[src/rtl/iob_tdp_ram_arb.sv]
// Round-robin arbiter granting up to two of N_REQ requesters per cycle onto the A/B ports of one TDP RAM.
// Read data returns one clock after the RAM sample edge (two with IOB_TDP_RAM_ARB_RSP_REG_EN defined).
// Backpressure: req_ready is combinational from req_valid/we/addr and ptr; losers and collided B-grants retry.
module iob_tdp_ram_arb #(
    parameter int N_REQ  = 4,
    parameter int DATA_W = 32,
    parameter int ADDR_W = 11
) (
    input  logic                      clk,
    input  logic                      rst,
    input  logic [N_REQ-1:0]          req_valid,
    input  logic [N_REQ-1:0]          req_we,
    input  logic [N_REQ*ADDR_W-1:0]   req_addr,
    input  logic [N_REQ*DATA_W-1:0]   req_wdata,
    output logic [N_REQ-1:0]          req_ready,
    output logic [N_REQ-1:0]          rsp_valid,
    output logic [N_REQ*DATA_W-1:0]   rsp_rdata,
    output logic                      en_a,
    output logic                      we_a,
    output logic [ADDR_W-1:0]         addr_a,
    output logic [DATA_W-1:0]         data_a,
    input  logic [DATA_W-1:0]         q_a,
    output logic                      en_b,
    output logic                      we_b,
    output logic [ADDR_W-1:0]         addr_b,
    output logic [DATA_W-1:0]         data_b,
    input  logic [DATA_W-1:0]         q_b
);

    localparam int IW = (N_REQ > 1) ? $clog2(N_REQ) : 1;

    logic [IW-1:0]     ptr;
    logic [ADDR_W-1:0] addr_arr  [N_REQ];
    logic [DATA_W-1:0] wdata_arr [N_REQ];
    logic [N_REQ-1:0]  act;
    logic              ga_vld, gb_vld, gb_ok;
    logic [IW-1:0]     ga, gb, last_g;
    logic [IW:0]       scan, ptr_inc;
    logic [IW-1:0]     ptr_nxt;

    logic              rd_a_vld, rd_b_vld;
    logic [IW-1:0]     rd_a_idx, rd_b_idx;
    logic [N_REQ-1:0]        cap_valid;
    logic [N_REQ*DATA_W-1:0] cap_rdata;

    for (genvar i = 0; i < N_REQ; i++) begin : g_unpack
        assign addr_arr[i]  = req_addr[i*ADDR_W +: ADDR_W];
        assign wdata_arr[i] = req_wdata[i*DATA_W +: DATA_W];
    end

    // Nothing is granted while reset is asserted.
    assign act = req_valid & {N_REQ{~rst}};

    // Scan from ptr: first active requester takes port A, the next one port B.
    always_comb begin
        ga_vld = 1'b0;
        gb_vld = 1'b0;
        ga     = '0;
        gb     = '0;
        scan   = '0;
        for (int k = 0; k < N_REQ; k++) begin
            scan = {1'b0, ptr} + (IW+1)'(k);
            if (scan >= (IW+1)'(N_REQ)) scan = scan - (IW+1)'(N_REQ);
            if (act[scan[IW-1:0]]) begin
                if (!ga_vld) begin
                    ga_vld = 1'b1;
                    ga     = scan[IW-1:0];
                end else if (!gb_vld) begin
                    gb_vld = 1'b1;
                    gb     = scan[IW-1:0];
                end
            end
        end
    end

    // Port B yields when it hits port A's address and either side writes.
    assign gb_ok = gb_vld &&
                   !((addr_arr[gb] == addr_arr[ga]) && (req_we[ga] || req_we[gb]));

    // Grants back to requesters and RAM pin drive; idle ports drive zeros.
    always_comb begin
        req_ready = '0;
        if (ga_vld) req_ready[ga] = 1'b1;
        if (gb_ok)  req_ready[gb] = 1'b1;
        en_a   = ga_vld;
        we_a   = ga_vld & req_we[ga];
        addr_a = ga_vld ? addr_arr[ga]  : '0;
        data_a = ga_vld ? wdata_arr[ga] : '0;
        en_b   = gb_ok;
        we_b   = gb_ok & req_we[gb];
        addr_b = gb_ok ? addr_arr[gb]  : '0;
        data_b = gb_ok ? wdata_arr[gb] : '0;
    end

    // Next pointer is one past the last granted requester, wrapping at N_REQ.
    always_comb begin
        last_g  = gb_ok ? gb : ga;
        ptr_inc = {1'b0, last_g} + 1'b1;
        ptr_nxt = (ptr_inc == (IW+1)'(N_REQ)) ? '0 : ptr_inc[IW-1:0];
    end

    // Round-robin pointer; holds when nothing was granted.
    always_ff @(posedge clk) begin
        if (rst)         ptr <= '0;
        else if (ga_vld) ptr <= ptr_nxt;
    end

    // Remember which requester owns the read currently inside the RAM.
    always_ff @(posedge clk) begin
        if (rst) begin
            rd_a_vld <= 1'b0;
            rd_b_vld <= 1'b0;
            rd_a_idx <= '0;
            rd_b_idx <= '0;
        end else begin
            rd_a_vld <= en_a & ~we_a;
            rd_b_vld <= en_b & ~we_b;
            rd_a_idx <= ga;
            rd_b_idx <= gb;
        end
    end

    // Capture RAM read data into the owning requester's lane; other lanes hold.
    always_ff @(posedge clk) begin
        if (rst) begin
            cap_valid <= '0;
            cap_rdata <= '0;
        end else begin
            for (int i = 0; i < N_REQ; i++) begin
                cap_valid[i] <= 1'b0;
                if (rd_a_vld && rd_a_idx == IW'(i)) begin
                    cap_valid[i]                  <= 1'b1;
                    cap_rdata[i*DATA_W +: DATA_W] <= q_a;
                end else if (rd_b_vld && rd_b_idx == IW'(i)) begin
                    cap_valid[i]                  <= 1'b1;
                    cap_rdata[i*DATA_W +: DATA_W] <= q_b;
                end
            end
        end
    end

`ifdef IOB_TDP_RAM_ARB_RSP_REG_EN
    // Extra retiming stage on the response path.
    always_ff @(posedge clk) begin
        if (rst) begin
            rsp_valid <= '0;
            rsp_rdata <= '0;
        end else begin
            rsp_valid <= cap_valid;
            rsp_rdata <= cap_rdata;
        end
    end
`else
    assign rsp_valid = cap_valid;
    assign rsp_rdata = cap_rdata;
`endif

endmodule
[config.mk]
export PLATFORM = sky130hd
export DESIGN_NAME = iob_tdp_ram_arb
export DESIGN_NICKNAME = d
export VERILOG_FILES = /design/src/rtl/iob_tdp_ram_arb.sv
export SDC_FILE = /design/constraint.sdc
export NUM_CORES = 1
export LEC_CHECK = 0
export BUFFER_PORTS_ARGS = -buffer_cell sky130_fd_sc_hd__buf_2
export CORE_AREA = 2 2 181 183
export CTS_CLUSTER_DIAMETER = 120
export CTS_CLUSTER_SIZE = 25
export DETAILED_ROUTE_END_ITERATION = 8
export DIE_AREA = 0 0 183 185
export PLACE_DENSITY = 0.62
export SYNTH_ARGS = -nofsm -noshare
export SYNTH_HDL_FRONTEND = slang
export SYNTH_SLANG_ARGS = --single-unit
[constraint.sdc]
create_clock -name clk -period 8.6 [get_ports clk]
set_clock_uncertainty 0.15 [all_clocks]
set_input_delay 0.43 -clock clk [delete_from_list [all_inputs] [get_ports clk]]
set_output_delay 0.43 -clock clk [all_outputs]
set_load 0.02 [all_outputs]
# Yosys cells after proc, flatten, opt, wreduce, memory -nomap -nowiden
# Cells that the tools add are included.
# Widths: inputs -> output; s select.
# totals
register_bits	140
input_bits	246
out_inout_bits	226
wordCells	152
# classes
n_addsub	8
magnitude_cmp	14
n_eq_ne	8
mux	81
bitwise_logic	11
n_reduce_logical	20
# op_table
op	n
$mux 32	14
$bmux 32 s2	2
$mux 11	6
$bmux 11 s2	2
$mux 2	21
$mux 1	26
$lt 2x3->1 const B	6
$ge 3x3->1 const B	5
$bmux 1 s2	6
$logic_and 1x1->1	12
$eq 11x11->1	1
$eq 2x2->1 const B	4
$mux 4	2
$reduce_bool 2->1	4
$sub 2x1->2 const B	4
$add 2x1->3 const B	2
$add 2x2->3 const B	2
$not 2->3	2
$and 1x1->1	4
$and 4x4->4	1
$demux 1 s2	2
$eq 2x1->1 const B	2
$ge 2x1->1 const B	2
$logic_not 2->1	2
other kinds (6)	8

# Longest topological paths before layout
# depth
ltp_word	25
mapped_depth	17
depth_no_buf	14

# Least setup slack after synthesis
# OpenSTA, ideal clock, no wires.
# synth_timing
path_kind	input to output
start	input req_valid[2]
end	output data_b[24]
arrival_ns	3.780
required_ns	8.020
slack_ns	4.240
cell_stages	17
path_buffers	4
cell_sequence	buf_2 -> mux2i_1 -> o22a_2 -> inv_2 -> ha_1 -> nand2_1 -> o2bb2ai_2 -> a21o_1 -> o21a_1 -> buf_6 -> mux4_2 -> xor2_1 -> nor4_1 -> a31o_2 -> buf_6 -> buf_2 -> a211oi_1
# synth_via
elab_chain_cells	21
word_cells_on_any_way	54
cone_classes	1 x eq/ne; 46 x mux; 3 x bitwise; 4 x reduce/logical
# synth_rtl
element	line_no	text
from (decl)	11	input logic [N_REQ-1:0] req_valid,
$and 4x4->4 *	52	assign act = req_valid & {N_REQ{~rst}};
$bmux 1 s2	64	if (act[scan[IW-1:0]]) begin
$mux 1 (implied by the code)	64	
$mux 1	64	
$mux 2 or $mux 1 (tied branches)	65	if (!ga_vld) begin
$mux 2 or $mux 1 (tied branches)	64	
$mux 2	68	end else if (!gb_vld) begin
$mux 2	65	
(+4 left out)	n/a	
$not 2->3 (implied by the code)	78, 92	
$bmux 11 s2	78	!((addr_arr[gb] == addr_arr[ga]) && (req_we[ga] || req_we[gb]));
$mux 11 (implied by the code) (2 in a row)	78	
$eq 11x11->1	78	
$logic_and 1x1->1	78	
$logic_not 1->1	78	
$logic_and 1x1->1	77	assign gb_ok = gb_vld &&
$mux 32 *	92	data_b = gb_ok ? wdata_arr[gb] : '0;
to (decl)	26	output logic [DATA_W-1:0] data_b,
# Every way passes the cells marked *; elsewhere a longest branch is shown, timed or not. The select of a mux whose other input is x is not followed.

# Worst setup path after layout
# layout_timing
start	register ptr[0]
end	output addr_b[4]
# layout_via
elab_chain_cells	22
word_cells_on_any_way	65
cone_classes	7 x add/sub; 4 x order compare; 1 x eq/ne; 47 x mux; 2 x bitwise; 4 x reduce/logical
# layout_rtl
element	line_no	text
from (decl)	32	logic [IW-1:0] ptr;
from (signal assigned)	105	else if (ga_vld) ptr <= ptr_nxt;
parallel branches: the longest is 21 deep, another holds $add 2x1->3	n/a	
$mux 11 *	91	addr_b = gb_ok ? addr_arr[gb] : '0;
to (decl)	25	output logic [ADDR_W-1:0] addr_b,
# Mark *: on every way between the ends. The select of a mux whose other input is x is not followed.

==> impl_metrics.toml <==
[synth]
ys_types = 53
ys_seq_elements = 140
avgSynthCellArea_um2 = 8.83
ys_warn_count = 0
yosysMostFrequentCell = "a211oi_1"
syn_inst = 1113
synth-seq-area-share = 0.285
netlist_area_um2 = 9830
synth.largest_area_cell = "dfxtp_1"
synth.top_cells.by_count = "a211oi_1 (260), mux2i_1 (233), nor2_1 (144), dfxtp_1 (140), clkbuf_1 (75)"
synthFlopType = "dfxtp_1"
synth_top_area_frac = 0.285
synth_edf_count = 0
yosys-top-cells-area = "dfxtp_1 (29%), mux2i_1 (24%), a211oi_1 (20%)"
async_flop_share = 0
syn_nets = 1361

[routing]
finalWirelength_um = 38700
wl_per_cell_um = 20.0
postRouteAntennaNets = 0
via_count = 10400
dr.first_iter.drc_count = 487
drt_first_pass_iters = 7
via_per_inst = 5.40
route.detailed.drc = 0

[worst_setup_path]
path_class = "reg2out"
cp_max_fo = 79
r2r_cells = 12
start_kind = "flop"
r2r_slack_ps = 2720
reg2reg_to = "ptr[0]"
required_ps = 8020
cp.arrival_ps = 6120
crit_path_end_kind = "output pin"
r2r-start = "ptr[0]"

[pwr]
power_frac_comb = 0.616
swShare = 0.484
power_leakage_nw = 6.32
cellPowerDensity_nw_per_um2 = 326
p_int_w = 0.00217
totalPowerFinal_w = 0.00420
ir_worst_vdd_mv = 0.159
power_frac_clock = 0.168
power_switching_w = 0.00204
seq_power_share = 0.216

[clocking]
clock_latency_ps = 420
numCtsBuffers = 17
path_clk_slew_ps = 60
ctsHoldBuffers = 0
post_cts_resized = 0
cts_sinks = 140
cts_tree = "done"
cts_root_buf = "clkbuf_16"
post_cts_buffers = 0
h-tree-depth = 4
clockBufferDepth = 2

[timing]
slew_violations = 0
fmax_mhz = 149
worst_pin_slew_ps = 1150
tns_ps = 0
hold_slack_ps = 169
rsz0062_at_grt = "false"
setup_viol = 0
period_share = 0.779
slew_headroom = 0.232
period_minus_slack_ps = 6700
hold_violations = 0

[finish]
instances_no_fill = 1931
drive_gt1_frac = 0.364
regArea_um2 = 2800
syn2layout_area_growth_pct = 31.4
fin_nets = 1748
multiInputGateArea_um2 = 6480
fillers = 3263

[global_routing]
grt_busiest_layer = "met2"
use_met1 = 0.258
grt_max_degree = 80
grt_pass1_wl_um = 58000
grt-ovfl-total = 0
track_usage = 0.218
grt_pass1_vias = 10100
antenna_found_initial = 11
met2_usage = 0.380
gr-usage-met3 = 0.0568

[min_path]
hold_end = "rsp_rdata[68]"
hold_depth = 3
hp-start = "q_a[4]"
hold_path.class = "in2reg"

[floorplanning]
die_w_um = 183
die_h_um = 185
dieArea_um2 = 33900
io_pins = 472
coreArea_um2 = 32000
start_util = 0.307
rows = 66

[placement]
io_buffers = 471
place_congestion = 0.909
placed_cells = 1889
post-dp-hpwl_um = 27600

[run_status]
status = "finished, final reports clean"

[flow_run]
cap_violations = 0
## how the worst max path moves through the flow
stage / start / endpoint / slack (ps) / cells after the start
after floorplan: req_valid[2] / data_b[24] / 4240 / 17
after global placement: rst / addr_b[8] / 2360 / 14
after detailed placement: rst / addr_b[4] / 2330 / 14
after CTS: ptr[0] / addr_b[4] / 1960 / 13
after global routing: ptr[0] / addr_b[0] / 1620 / 13
final: ptr[0] / addr_b[4] / 1900 / 13
## metal layers
layer / vias to the layer above / routed length (um)
met4: 6 / 915
met3: 53 / 2800
met1: 4955 / 15900
met5: - / 31
met2: 427 / 19000
li1: 4978 / -
## power groups by stage
stage / Clock [W] / Sequential, W / Combinational (W)
after floorplan: 0 / 0.00105 / 0.00172
after global placement: 0 / 0.000912 / 0.00257
after detailed placement: 0 / 0.000920 / 0.00257
after CTS: 0.000725 / 0.000908 / 0.00258
after global routing: 0.000749 / 0.000926 / 0.00279
final: 0.000707 / 0.000909 / 0.00259
## area by class of cell
cell class	count	area share
antenna	10	0.00194
clock buffer	20	0.0338
clock inverter	12	0.00950
inverter	14	0.00446
multi-input combinational	841	0.502
sequential	140	0.217
tap	408	0.0395
timing repair buffer	486	0.191
## logic make-up after synthesis
family / synth area share
buffers and inverters: 0.0588
adders and majority gates: 0.00255
AOI/OAI and AO/OA: 0.240
DFF: 0.285
and+or+nand+nor: 0.132
muxes: 0.269
xor gates and xnor gates: 0.0125
## state kept, by name, summed over array words and instances, names as in the netlist
| signal | count |
|---|---|
| rd_b_vld | 1 |
| rd_b_idx | 2 |
| rd_a_vld | 1 |
| rsp_valid | 4 |
| rsp_rdata | 128 |
| rd_a_idx | 2 |
| ptr | 2 |
## metrics by stage
step                      worst slack (ps)  area [um2]   util
after floorplan                       4240        9830      -
after global placement                2360       12300  0.385
after detailed placement              2330       12300  0.385
after CTS                             1960       12900  0.402
after global routing                  1620       12900  0.403
final                                 1900       12900  0.403
## cells in the final DEF (no fill, tap or decap), types with 6 or more instances in the layout
cell type / count
a211oi_1: 260
a21oi_1: 10
and2_1: 9
buf_2: 470
buf_4: 16
clkbuf_16: 17
clkinv_2: 6
dfxtp_1: 140
diode_2: 10
inv_1: 11
mux2_2: 8
mux2i_1: 233
mux4_2: 10
nand2_1: 6
nand3b_1: 7
nor2_1: 144
nor2b_1: 71
o21ai_0: 6
xnor2_1: 8
xor2_1: 6
## critical path: stages (launching register included)
cell and delay [ps]:
dfxtp_1 850, mux2i_1 400, o22a_2 260, inv_2 70, or4_1 500, and4_1 370
clkinv_4 500, mux4_2 620, xor2_1 200, nor4_1 200, a31o_2 970, inv_2 280
and2_1 270, buf_2 150
Note: power is estimated with default switching activity, not from simulation.
